**src/rtl/wgt_bram_loader_if.sv**
```systemverilog
// wgt_bram_loader_if: host DMA word stream feeding the weight BRAM loader
`timescale 1ns/1ps
interface wgt_bram_loader_if #(
  parameter int IN_WIDTH = 32
) ();
  logic [IN_WIDTH-1:0] s_data_i;
  logic                s_vld_i;
  logic                s_last_i;
  logic                s_rdy_o;
  modport master (output s_data_i, s_vld_i, s_last_i, input s_rdy_o);
  modport slave (input s_data_i, s_vld_i, s_last_i, output s_rdy_o);
endinterface

```
**src/rtl/wgt_bram_loader.sv**
```systemverilog
// wgt_bram_loader: unpacks stream words into bytes and writes them sequentially into weight BRAM port A
`timescale 1ns/1ps
module wgt_bram_loader #(
  parameter int DATA_WIDTH = 8,
  parameter int IN_WIDTH = 32,
  parameter int NUM_FEATURE_IN = 1433,
  parameter int NUM_FEATURE_OUT = 16,
  parameter int NUM_FEATURE_FINAL = 7,
  localparam int BPB = IN_WIDTH / DATA_WIDTH,
  localparam int CONV1_DEPTH = NUM_FEATURE_OUT * (NUM_FEATURE_IN + 2),
  localparam int WEIGHT_DEPTH = CONV1_DEPTH + NUM_FEATURE_FINAL * (NUM_FEATURE_OUT + 2),
  localparam int WEIGHT_ADDR_W = $clog2(WEIGHT_DEPTH),
  localparam int NUM_BEATS = (WEIGHT_DEPTH + BPB - 1) / BPB
) (
  input  logic                     clk,
  input  logic                     rst,
  input  logic                     clear_i,
  wgt_bram_loader_if.slave         s,
  output logic                     wgt_bram_ena,
  output logic                     wgt_bram_wea,
  output logic [WEIGHT_ADDR_W-1:0] wgt_bram_addra,
  output logic [DATA_WIDTH-1:0]    wgt_bram_dina,
  output logic                     conv1_done_o,
  output logic                     wgt_bram_load_done,
  output logic                     err_o
);
  localparam int BEAT_W = $clog2(NUM_BEATS) + 1;
  localparam int LANE_W = BPB > 1 ? $clog2(BPB) : 1;
  localparam logic [WEIGHT_ADDR_W-1:0] LAST_ADDR = WEIGHT_ADDR_W'(WEIGHT_DEPTH - 1);
  localparam logic [WEIGHT_ADDR_W-1:0] C1_ADDR = WEIGHT_ADDR_W'(CONV1_DEPTH - 1);
  localparam logic [BEAT_W-1:0] LAST_BEAT = BEAT_W'(NUM_BEATS - 1);
  localparam logic [LANE_W-1:0] LAST_LANE = LANE_W'(BPB - 1);

  typedef enum logic [1:0] {LOAD, DONE, ERR} state_t;

  state_t                   state_q, state_d;
  logic [BEAT_W-1:0]        beat_q, beat_d;
  logic [WEIGHT_ADDR_W-1:0] addr_q, addr_d;
  logic [LANE_W-1:0]        lane_q, lane_d;
  logic [IN_WIDTH-1:0]      hold_q, hold_d;
  logic                     ena_q, ena_d;
  logic [WEIGHT_ADDR_W-1:0] addra_q, addra_d;
  logic [DATA_WIDTH-1:0]    dina_q, dina_d;
  logic                     c1_q, c1_d, done_q, done_d, err_q, err_d;
  logic                     last_byte, rdy, hs, final_beat, early, ld, cont;

  // ena_q doubles as "holding register occupied": the port shows lane_q of the held beat while it is set;
  // hold_d keeps the not-yet-written lanes shifted down so the next lane is always in the low byte
  always_comb begin
    last_byte = ena_q && addra_q == LAST_ADDR;
    rdy = !rst && !clear_i && state_q == LOAD && (!ena_q || (lane_q == LAST_LANE && !last_byte));
    hs = s.s_vld_i && rdy;
    final_beat = beat_q == LAST_BEAT;
    early = hs && s.s_last_i && !final_beat;
    ld = hs && !early;
    cont = ena_q && lane_q != LAST_LANE && !last_byte;
    state_d = early ? ERR : last_byte ? DONE : state_q;
    beat_d = hs ? beat_q + BEAT_W'(1) : beat_q;
    addr_d = addr_q + WEIGHT_ADDR_W'(ena_q);
    ena_d = ld || cont;
    lane_d = ld ? '0 : cont ? lane_q + LANE_W'(1) : lane_q;
    hold_d = ld ? s.s_data_i >> DATA_WIDTH : cont ? hold_q >> DATA_WIDTH : hold_q;
    dina_d = ld ? s.s_data_i[DATA_WIDTH-1:0] : cont ? hold_q[DATA_WIDTH-1:0] : dina_q;
    addra_d = ena_d ? addr_d : addra_q;
    c1_d = c1_q || (ena_q && addra_q == C1_ADDR);
    done_d = done_q || last_byte;
    err_d = err_q || (hs && s.s_last_i != final_beat);
    if (clear_i) begin
      state_d = LOAD;
      beat_d = '0;
      addr_d = '0;
      ena_d = 1'b0;
      lane_d = '0;
      hold_d = '0;
      dina_d = '0;
      addra_d = '0;
      c1_d = 1'b0;
      done_d = 1'b0;
      err_d = 1'b0;
    end
  end

  // state, counters, holding register and registered port-A outputs
  always_ff @(posedge clk or posedge rst) begin
    if (rst) begin
      state_q <= LOAD;
      beat_q <= '0;
      addr_q <= '0;
      lane_q <= '0;
      hold_q <= '0;
      ena_q <= 1'b0;
      addra_q <= '0;
      dina_q <= '0;
      c1_q <= 1'b0;
      done_q <= 1'b0;
      err_q <= 1'b0;
    end else begin
      state_q <= state_d;
      beat_q <= beat_d;
      addr_q <= addr_d;
      lane_q <= lane_d;
      hold_q <= hold_d;
      ena_q <= ena_d;
      addra_q <= addra_d;
      dina_q <= dina_d;
      c1_q <= c1_d;
      done_q <= done_d;
      err_q <= err_d;
    end
  end

  assign s.s_rdy_o = rdy;
  assign wgt_bram_ena = ena_q && !clear_i;
  assign wgt_bram_wea = ena_q && !clear_i;
  assign wgt_bram_addra = addra_q;
  assign wgt_bram_dina = dina_q;
  assign conv1_done_o = c1_q;
  assign wgt_bram_load_done = done_q;
  assign err_o = err_q;
endmodule

```
**src/flat_wrapper.sv**
```systemverilog
// flat-port wrapper written by rule: the top's interface ports become plain ports
module wgt_bram_loader_flat 
#(
  parameter int DATA_WIDTH = 8,
  parameter int IN_WIDTH = 32,
  parameter int NUM_FEATURE_IN = 1433,
  parameter int NUM_FEATURE_OUT = 16,
  parameter int NUM_FEATURE_FINAL = 7,
  localparam int BPB = IN_WIDTH / DATA_WIDTH,
  localparam int CONV1_DEPTH = NUM_FEATURE_OUT * (NUM_FEATURE_IN + 2),
  localparam int WEIGHT_DEPTH = CONV1_DEPTH + NUM_FEATURE_FINAL * (NUM_FEATURE_OUT + 2),
  localparam int WEIGHT_ADDR_W = $clog2(WEIGHT_DEPTH),
  localparam int NUM_BEATS = (WEIGHT_DEPTH + BPB - 1) / BPB
)
  (clk, rst, clear_i, wgt_bram_ena, wgt_bram_wea, wgt_bram_addra, wgt_bram_dina, conv1_done_o, wgt_bram_load_done, err_o, s_s_data_i, s_s_vld_i, s_s_last_i, s_s_rdy_o);
  wgt_bram_loader_if #(.IN_WIDTH(IN_WIDTH)) s_i ();
  input  logic clk;
  input  logic rst;
  input  logic clear_i;
  output logic wgt_bram_ena;
  output logic wgt_bram_wea;
  output logic [WEIGHT_ADDR_W-1:0] wgt_bram_addra;
  output logic [DATA_WIDTH-1:0] wgt_bram_dina;
  output logic conv1_done_o;
  output logic wgt_bram_load_done;
  output logic err_o;
  input wire logic [$bits(s_i.s_data_i)-1:0] s_s_data_i;
  input wire logic [$bits(s_i.s_vld_i)-1:0] s_s_vld_i;
  input wire logic [$bits(s_i.s_last_i)-1:0] s_s_last_i;
  output wire logic [$bits(s_i.s_rdy_o)-1:0] s_s_rdy_o;
  assign s_i.s_data_i = s_s_data_i;
  assign s_i.s_vld_i = s_s_vld_i;
  assign s_i.s_last_i = s_s_last_i;
  assign s_s_rdy_o = s_i.s_rdy_o;
  wgt_bram_loader #(.DATA_WIDTH(DATA_WIDTH), .IN_WIDTH(IN_WIDTH), .NUM_FEATURE_IN(NUM_FEATURE_IN), .NUM_FEATURE_OUT(NUM_FEATURE_OUT), .NUM_FEATURE_FINAL(NUM_FEATURE_FINAL)) u_core (.clk(clk), .rst(rst), .clear_i(clear_i), .s(s_i), .wgt_bram_ena(wgt_bram_ena), .wgt_bram_wea(wgt_bram_wea), .wgt_bram_addra(wgt_bram_addra), .wgt_bram_dina(wgt_bram_dina), .conv1_done_o(conv1_done_o), .wgt_bram_load_done(wgt_bram_load_done), .err_o(err_o));
endmodule
```
**config.mk**
```make
export PLATFORM = sky130hd
export DESIGN_NAME = wgt_bram_loader_flat
export DESIGN_NICKNAME = d
export VERILOG_FILES = /design/src/rtl/wgt_bram_loader_if.sv /design/src/rtl/wgt_bram_loader.sv /design/src/flat_wrapper.sv
export SDC_FILE = /design/constraint.sdc
export NUM_CORES = 1
export LEC_CHECK = 0
export BUFFER_PORTS_ARGS = -buffer_cell sky130_fd_sc_hd__buf_2
export CORE_UTILIZATION = 45
export DETAILED_ROUTE_END_ITERATION = 10
export PLACE_DENSITY = 0.68
export SLEW_MARGIN = 40
export SYNTH_ARGS = -nofsm -noshare
export SYNTH_HDL_FRONTEND = slang
export SYNTH_SLANG_ARGS = --single-unit
```
**constraint.sdc**
```tcl
create_clock -name clk -period 2.64 [get_ports clk]
set_input_delay 0.132 -clock clk [delete_from_list [all_inputs] [get_ports clk]]
set_output_delay 0.132 -clock clk [all_outputs]
set_load 0.01 [all_outputs]
```
==> out/metrics.cfg, run 1 <==
[timing]
min_period_ns=2.563
finalHoldViolations=0
slew_headroom=0.4858
finalSetupViolCount=0
drv_slew=0
fmax_mhz=390.1
tightest_slew_ns=0.7713
min_period_over_period=0.9709
fin_skew_ns=0.009550

[hold_path]
min_from=s_s_data_i[14]
min_path_cells=2
hold_path_class=input pin to flop
hold-path-endpoint=u_core.hold_q[6]

[routing]
drcViolationCount=0
drt_wl_total_microns=10410
drt-pass1-iter-count=4
drt-initial-drc-count=197
wl_per_cell_microns=17.26
avgViaCountPerCell=5.877
vias=3544
postRouteAntennaNets=0

[die]
die_area_sq_um=9847
fp.dieH_microns=99.23
start_util=0.4626
die_w_microns=99.23
core_sq_um=9196
boundaryPins=66
rows=35

[pwr]
power_density_nw_per_um2=519.9
cellLeakagePower_nw=2.555
ir_drop_mv=0.2913

[job]
max-cap-violations=0

[clocking]
clk_path_buf_depth=2
cts_max_level=3
path_clk_slew_ns=0.09
cts_buffers=9
clock-sinks=84
root_buffer=clkbuf_8
cts_tree=yes
insertion_delay_ns=0.36

[synth]
ys_ff_latch=84
synthTopCellsByArea=dfrtp_1, nor2b_1, a221o_1
netlist_instances=394
yosys_warnings=0
syn_nets=435
synth_top_area_frac=0.4941
synthFlopType=dfrtp_1
async_flop_share=1.000
avgSynthCellArea_sq_um=10.80
synth_cell_type_count=49
synth.cell_area_sq_um=4254
synth_top_area_cell=dfrtp_1
seq_area_frac_synth=0.4941
synth_edf_count=0

[finish]
final_util=0.5763
multiInputGateArea_sq_um=1989
stdcell_count=603
regArea_sq_um=2102
finalNetCount=528
n_fill_cell=804
syn_to_final_growth_pct=24.59
antenna_cells=0
layout-drive-gt1-share=0.2724

[global_routing]
antenna_found_initial=0
grt_max_degree=76
grt_pass1_vias=3532
grt_first_pass_wirelength_microns=17450
track_usage=0.2263
overflow=0

[critical_path]
rr_startpoint=u_core.beat_q[2]
worstSetupPathType=flop to primary output
crit_path_end_kind=primary output
critPathLaunchType=flop
arrival_ns=2.43
critPathMaxFanout=32
r2r-end=u_core.hold_q[3]
timing.critical_path.required_ns=2.51
reg2reg_slack_ns=0.09
rr_worst_depth=5

[placement]
hpwl_microns=6346
dp_cells=560
gp_congestion=0.7944
portBuffers=65

[outcome]
status=finished clean

synthesized netlist by cell type (all sizes together) (3+ instances only):
library cell	count
dfrtp	84
nor2b	47
and3	26
a221o	23
mux2	20
clkbuf	19
nor2	19
nand2	15
a21oi	14
nand3	14
buf	11
nand4	9
or4	9
a32o	8
nor4	7
o21ai	7
inv	6
o31ai	5
or3	5
ha	4
mux2i	3
nand4bb	3
nor3	3
o41ai	3
or2	3
or4b	3
registers in the layout (all words and copies together) (netlist names):
register / flops
u_core.addr_q: 15
u_core.beat_q: 14
u_core.conv1_done_o: 1
u_core.ena_q: 1
u_core.err_o: 1
u_core.hold_q: 24
u_core.lane_q: 2
u_core.state_q: 2
u_core.wgt_bram_addra: 15
u_core.wgt_bram_dina: 8
u_core.wgt_bram_load_done: 1
worst max-delay path: stages (launching register included):
cell	delay [ns]
dfrtp_1	0.42
or4b_4	0.54
or4_4	0.58
buf_12	0.18
nand2_2	0.11
nor2_1	0.08
buf_2	0.14
metrics by stage:
step | setup slack, ns | area, sq um | TNS, ns | hold slack (ns) | power (mW)
2_1_floorplan | 0.02156 | 4258 | 0 | 0.2651 | 1.450
3_3_place_gp | 0.1638 | 4735 | 0 | 0.2938 | 1.514
3_5_place_dp | 0.1058 | 4735 | 0 | 0.3049 | 1.518
4_1_cts | 0.03027 | 5270 | 0 | 0.00002814 | 2.779
5_1_grt | -0.002277 | 5300 | -0.002277 | 0.0001180 | 2.858
6_report | 0.07674 | 5300 | 0 | 0.006370 | 2.755
report_power, final:
part	switching (mW)	total [mW]	internal (mW)
registers	0.0116	1.32	1.31
logic	0.112	0.205	0.0932
clock network	0.480	1.23	0.752
how the worst max path moves through the flow:
stage | startpoint | end | slack [ns]
3_3_place_gp | u_core.beat_q[2] | u_core.wgt_bram_dina[5] | 0.16
5_1_grt | u_core.wgt_bram_addra[8] | s_s_rdy_o | -0.002
6_report | u_core.wgt_bram_addra[8] | s_s_rdy_o | 0.08
2_1_floorplan | rst | u_core.wgt_bram_addra[10] | 0.02
3_5_place_dp | u_core.beat_q[2] | u_core.hold_q[0] | 0.11
4_1_cts | u_core.wgt_bram_addra[7] | s_s_rdy_o | 0.03
what timing repair did:
item / 4_1_cts / 5_1_grt
resized for setup: 4 / 2
buffers inserted: 0 / 1
hold buffers: 25 / 1
hold endpoints to repair: 46 / 1
endpoints found under the setup margin: 1 / 1
layer usage:
| layer | up-vias | global-route usage | part of all wire |
|---|---|---|---|
| li1 | 1666 | - | - |
| met4 | 0 | 0.08032 | 0.014 |
| met2 | 81 | 0.3659 | 0.51 |
| met1 | 1783 | 0.3020 | 0.44 |
| met5 | - | 0 | 0 |
| met3 | 14 | 0.04849 | 0.040 |
area by class of cell:
class | count | share of cell area
Sequential cell | 84 | 0.3966
Inverter | 6 | 0.004958
Multi-Input combinational cell | 274 | 0.3754
Tap cell | 111 | 0.02620
Timing Repair Buffer | 112 | 0.1457
Clock buffer | 10 | 0.02597
Clock inverter | 6 | 0.02526
placed cells by master (no fill, tap or decap), drive strengths merged, types with 2 or more instances in the layout:
cell	count
xor2	2
nor2b	47
buf	86
clkbuf	10
nand4	9
nand3	14
o31a	2
a221o	23
and3	26
or2	3
a32o	8
o21a	2
a21oi	14
or4b	3
o311ai	2
nor2	19
inv	6
nor4	7
or4	9
nor3	3
bufinv	4
o31ai	5
or3	5
o21ai	7
dfrtp	84
o32ai	2
o41ai	3
nand4bb	3
mux2	20
dlygate4sd3	26
a311oi	2
nand2	15
nor4b	2
mux2i	3
ha	4
cells by family after synthesis:
family / share of synthesized area
AOI/OAI and AO/OA: 0.1382
xor gates and xnor gates: 0.006178
adders and majority gates: 0.01177
buffers and inverters: 0.04235
DFF: 0.4941
muxes: 0.06794
and+or+nand+nor: 0.2394
Power figures use the tool's default switching activity.
==> run 2: changes to the inputs <==
Settings changed: REMOVE_ABC_BUFFERS set to 1.
==> out/metrics.cfg, run 2 (synthesized netlist as in run 1, its figures left out) <==
[die]
fp.dieH_microns=99.23  ; unchanged
start_util=0.4626  ; unchanged
die_area_sq_um=9847  ; unchanged
die_w_microns=99.23  ; unchanged
rows=35  ; unchanged
boundaryPins=66  ; unchanged
core_sq_um=9196  ; unchanged

[placement]
portBuffers=65  ; unchanged
hpwl_microns=6311  ; was 6346 microns
dp_slack_ns=0.1027  ; was 0.1058 ns
gp_congestion=0.8312  ; was 0.7944
dpl_cell_area_sq_um=4761  ; was 4735 sq um
dp_cells=560  ; unchanged

[timing]
min_period_over_period=0.9693  ; was 0.9709
min_period_ns=2.559  ; was 2.563 ns
rsz0062_at_grt=false
finalHoldViolations=0  ; unchanged
tightest_slew_ns=0.7951  ; was 0.7713 ns
drv_slew=0  ; unchanged
slew_headroom=0.4700  ; was 0.4858
fmax_mhz=390.8  ; was 390.1 MHz
finalSetupViolCount=0  ; unchanged
fin_ws_ns=0.08102  ; was 0.07674 ns
fin_skew_ns=0.01257  ; was 0.009550 ns

[critical_path]
rr_worst_depth=5  ; unchanged
critPathMaxFanout=32  ; unchanged
cp_num_buf_inv=2  ; unchanged
startpoint=u_core.wgt_bram_addra[8]  ; unchanged
cp_slowest_stage_delay_ns=0.57  ; was 0.58 ns
cp.depth=6  ; unchanged
crit_slowest_cell=or4_4  ; unchanged
r2r-end=u_core.wgt_bram_dina[2]  ; was u_core.hold_q[3]
arrival_ns=2.43  ; about the same
cp-endpoint=s_s_rdy_o  ; unchanged
worstSetupPathType=flop to primary output  ; unchanged
crit_chain=or4b_4, or4_4, buf_12, nand2_2, nor2_1, buf_2  ; unchanged
path_delay_family=simple AND/OR/NAND/NOR gates  ; unchanged
timing.critical_path.required_ns=2.51  ; about the same
rr_startpoint=u_core.beat_q[2]  ; unchanged
crit_path_end_kind=primary output  ; unchanged
reg2reg_slack_ns=0.09  ; about the same
critPathLaunchType=flop  ; unchanged

[job]
max-cap-violations=0  ; unchanged

[finish]
multiInputGateArea_sq_um=1989  ; unchanged
n_fill_cell=802  ; was 804
largest_reg_flops=24  ; unchanged
regMostFlops=u_core.hold_q  ; unchanged
regArea_sq_um=2102  ; unchanged
antenna_cells=0  ; unchanged
final_cell_mix=dfrtp_1, buf_2, nor2b_1  ; unchanged
fin_area_sq_um=5104  ; was 5300 sq um
stdcell_count=588  ; was 603
final_common_cell=dfrtp_1  ; unchanged
syn_to_final_growth_pct=19.97  ; was 24.59%
layout-drive-gt1-share=0.2767  ; was 0.2724
finalNetCount=514  ; was 528

[outcome]
status=finished clean  ; unchanged

[pwr]
cellLeakagePower_nw=2.470  ; was 2.555 nW
power_density_nw_per_um2=472.0  ; was 519.9 nW/um^2
ir_drop_mv=0.3016  ; was 0.2913 mV

[routing]
postRouteAntennaNets=0  ; unchanged
avgViaCountPerCell=5.738  ; was 5.877
drcViolationCount=0  ; unchanged
wl_per_cell_microns=16.66  ; was 17.26 microns
dr_wl_met3_microns=491  ; was 414 microns
drt_wl_total_microns=9795  ; was 10410 microns
dr.max_layer_used=met4  ; unchanged
drt-pass1-iter-count=4  ; unchanged
wl_met1_microns=4612  ; was 4553 microns
drt-initial-drc-count=212  ; was 197
vias=3374  ; was 3544
wl_met2_microns=4612  ; was 5289 microns

[clocking]
cts_buffers=9  ; unchanged
clk_path_buf_depth=2  ; unchanged
clock-sinks=84  ; unchanged
cts_tree=yes  ; unchanged
path_clk_slew_ns=0.09  ; about the same
root_buffer=clkbuf_8  ; unchanged
insertion_delay_ns=0.35  ; was 0.36 ns
cts_max_level=3  ; unchanged

[global_routing]
grt_pass1_vias=3235  ; was 3532
antenna_found_initial=0  ; unchanged
track_usage=0.2100  ; was 0.2263
overflow=0  ; unchanged
grt_max_degree=76  ; unchanged
grt_first_pass_wirelength_microns=16320  ; was 17450 microns

[hold_path]
hold_path_class=input pin to flop  ; unchanged

## run 2: cell types whose count changed in the layout (fill, tap and decap cells not counted)
cell	change
dlygate4sd3_1	-13
buf_4	-3
bufinv_16	-3
buf_12	+2
inv_6	-1
clkinv_2	+3
## run 2: repair_timing
action	4_1_cts	5_1_grt
endpoints found under the hold margin	24	3
hold buffers	10	3
gates resized for setup	2	4
pin swaps	0	0
buffers inserted	0	0
setup endpoints to repair	1	1
## run 2: how the worst min path moves through the flow
stage / slack (ns) / startpoint / endpoint / depth (start not counted)
floorplan: 0.20 / clear_i / u_core.beat_q[0] / 1
global placement: 0.12 / rst / u_core.beat_q[0] / 2
detailed placement: 0.13 / rst / u_core.beat_q[6] / 2
CTS: 0.001 / s_s_data_i[20] / u_core.hold_q[12] / 2
global route: 0.0004 / s_s_data_i[23] / u_core.hold_q[15] / 2
finish: 0.02 / s_s_data_i[27] / u_core.hold_q[19] / 2
## run 2: metrics by stage
step	hold WS (ns)	setup TNS, ns	total power [mW]	util
after floorplan	0.1951	-82.57	1.425	-
after global routing	0.0004110	0	2.518	0.5550
after global placement	0.1221	0	1.519	0.5173
final	0.01615	0	2.409	0.5550
after detailed placement	0.1329	0	1.523	0.5177
after CTS	0.001287	0	2.436	0.5499
## run 2: report_power, final
group	switching (mW)	leakage [nW]	total (mW)	internal, mW
combinational	0.110	1.21	0.194	0.0835
clock	0.445	0.0979	0.898	0.453
sequential	0.0104	1.17	1.32	1.31
## run 2: cell type report
type / count / area share
sequential: 84 / 0.4119
multi-input combinational: 274 / 0.3898
timing repair buffer: 98 / 0.1292
tap: 111 / 0.02721
clock buffer: 10 / 0.02697
clock inverter: 5 / 0.01030
inverter: 6 / 0.004658
## run 2: metal layers
layer,vias to the layer above,GRT usage
met5,-,0
met4,0,0.04412
met3,6,0.04779
met2,91,0.3210
met1,1649,0.3057
li1,1628,-
==> run 3: changes to the inputs <==
Settings changed: CTS_BUF_LIST set to sky130_fd_sc_hd__clkbuf_4 sky130_fd_sc_hd__clkbuf_8 sky130_fd_sc_hd__clkbuf_16, PLACE_DENSITY 0.68 to 0.66.
Clock period 2.64 ns to 2.63 ns, I/O delays scaled along.
==> out/metrics.cfg, run 3 (synthesized netlist as in run 1, its figures left out) <==
[outcome]
status=finished, violations left  ; was finished clean
violations=design-rule violations

[finish]
regMostFlops=u_core.hold_q  ; unchanged
final_util=0.5616  ; was 0.5550
final_common_cell=dfrtp_1  ; unchanged
final_cell_mix=dfrtp_1, buf_2, nor2b_1  ; unchanged
n_fill_cell=811  ; was 802
layout-drive-gt1-share=0.2816  ; was 0.2767
syn_to_final_growth_pct=21.41  ; was 19.97%
fin_area_sq_um=5165  ; was 5104 sq um
stdcell_count=595  ; was 588
finalNetCount=521  ; was 514
largest_reg_flops=24  ; unchanged

[routing]
avgViaCountPerCell=5.787  ; was 5.738
drt-initial-drc-count=219  ; was 212
vias=3443  ; was 3374
drt_wl_total_microns=10060  ; was 9795 microns
drt-pass1-iter-count=7  ; was 4
postRouteAntennaNets=0  ; unchanged
wl_per_cell_microns=16.91  ; was 16.66 microns
drcViolationCount=2  ; was 0

[pwr]
combPwrFrac=0.082  ; was 0.080
clkPwrFrac=0.375  ; was 0.373
p_total_mw=2.436  ; was 2.409 mW
intPower_mw=1.856  ; was 1.843 mW
seqPwrFrac=0.543  ; was 0.547
switchingPower_uw=580.5  ; was 565.5 uW
ir_drop_mv=0.3823  ; was 0.3016 mV
power_density_nw_per_um2=471.7  ; was 472.0 nW/um^2
switching_share=0.2383  ; was 0.2348
cellLeakagePower_nw=2.499  ; was 2.470 nW

[global_routing]
grt_first_pass_wirelength_microns=16420  ; was 16320 microns
grt_max_degree=76  ; unchanged
track_usage=0.2128  ; was 0.2100
grt_use_met3=0.04919  ; was 0.04779
overflow=0  ; unchanged
use_met2=0.3413  ; was 0.3210
antenna_found_initial=1  ; was 0
grt_pass1_vias=3268  ; was 3235
grt_busiest_layer=met2  ; unchanged
met1_usage=0.2883  ; was 0.3057

[timing]
fmax_mhz=386.7
tightest_slew_ns=0.7739  ; was 0.7951 ns
whs_ns=0.01625  ; was 0.01615 ns
setup_tns_ns=0  ; unchanged
fin_ws_ns=0.04380  ; was 0.08102 ns
min_period_ns=2.586
finalSetupViolCount=0  ; unchanged
slew_headroom=0.4841  ; was 0.4700
min_period_over_period=0.9833
finalHoldViolations=0  ; unchanged
fin_skew_ns=0.01570  ; was 0.01257 ns
drv_slew=0  ; unchanged

[die]
fp.dieH_microns=99.23  ; unchanged
die_w_microns=99.23  ; unchanged
start_util=0.4626  ; unchanged
boundaryPins=66  ; unchanged
die_area_sq_um=9847  ; unchanged
core_sq_um=9196  ; unchanged
rows=35  ; unchanged

[placement]
dp_cells=562  ; was 560
portBuffers=65  ; unchanged
dp_slack_ns=0.01189  ; was 0.1027 ns
hpwl_microns=6532  ; was 6311 microns
gp_congestion=0.8117  ; was 0.8312
dpl_cell_area_sq_um=4772  ; was 4761 sq um

[clocking]
clk_path_buf_depth=2  ; unchanged
root_buffer=clkbuf_8  ; unchanged
path_clk_slew_ns=0.08  ; was 0.09 ns
insertion_delay_ns=0.35  ; about the same
cts_buffers=9  ; unchanged
cts_max_level=3  ; unchanged
clock-sinks=84  ; unchanged
cts_tree=yes  ; unchanged

[hold_path]
min_from=s_s_data_i[18]  ; was s_s_data_i[27]
min_path_cells=2  ; unchanged
hold-path-endpoint=u_core.hold_q[10]  ; was u_core.hold_q[19]
hold_path_class=input pin to flop  ; unchanged

[critical_path]
rr_worst_depth=5  ; unchanged
reg2reg_slack_ns=0.04  ; was 0.09 ns
arrival_ns=2.80  ; was 2.43 ns
rr_startpoint=u_core.beat_q[2]  ; unchanged
critPathMaxFanout=18  ; was 32
crit_path_end_kind=flop  ; was primary output
critPathLaunchType=flop  ; unchanged
r2r-end=u_core.wgt_bram_dina[4]  ; was u_core.wgt_bram_dina[2]
worstSetupPathType=flop to flop  ; was flop to primary output
timing.critical_path.required_ns=2.85  ; was 2.51 ns

[job]
max-cap-violations=0  ; unchanged

==> run 3: how the worst max path moves through the flow <==
stage | start | to | slack (ns) | cells after the start
floorplan | u_core.wgt_bram_addra[7] | u_core.wgt_bram_addra[0] | -1.81 | 4
global placement | u_core.beat_q[2] | u_core.hold_q[11] | 0.07 | 5
detailed placement | u_core.beat_q[2] | u_core.wgt_bram_dina[4] | 0.01 | 5
CTS | u_core.wgt_bram_addra[7] | s_s_rdy_o | 0.02 | 6
global route | u_core.wgt_bram_addra[8] | s_s_rdy_o | -0.02 | 6
finish | u_core.beat_q[2] | u_core.wgt_bram_dina[4] | 0.04 | 5
==> run 3: routing by layer <==
layer	share of wire	wire length [microns]	up-vias
met1	0.44	4411	1692
met2	0.50	5033	95
met5	0	0	-
met3	0.049	489	8
met4	0.013	129	0
li1	-	-	1648
==> run 3: area by class of cell <==
type / instances / area [sq um] / share of cell area
antenna: 1 / 2.502 / 0.0004845
inverter: 6 / 23.77 / 0.004603
clock inverter: 4 / 51.30 / 0.009932
timing repair buffer: 105 / 715.7 / 0.1386
multi-input combinational: 274 / 1993 / 0.3859
tap: 111 / 138.9 / 0.02689
clock buffer: 10 / 137.6 / 0.02665
sequential: 84 / 2102 / 0.4070
==> run 3: worst max-delay path, cell delays in order (launching register included) <==
cell and delay, ns:
dfrtp_1 0.39, or4b_1 0.56, or4_4 0.52, a311o_2 0.41, buf_4 0.23, a221o_1 0.35
==> run 3: repair_timing <==
| action | CTS | global route |
|---|---|---|
| hold buffers | 14 | 2 |
| setup endpoints to repair | 9 | 2 |
| buffers inserted | 0 | 2 |
| gates resized for setup | 4 | 3 |
| hold endpoints to repair | 53 | 2 |
| pin swaps | 1 | 0 |
==> run 3: power by group through the flow <==
stage	Combinational (mW)	Sequential (mW)	Clock, mW
floorplan	0.0830	1.35	0
global placement	0.182	1.35	0
detailed placement	0.184	1.35	0
CTS	0.201	1.32	0.938
global route	0.222	1.32	0.987
finish	0.200	1.32	0.914
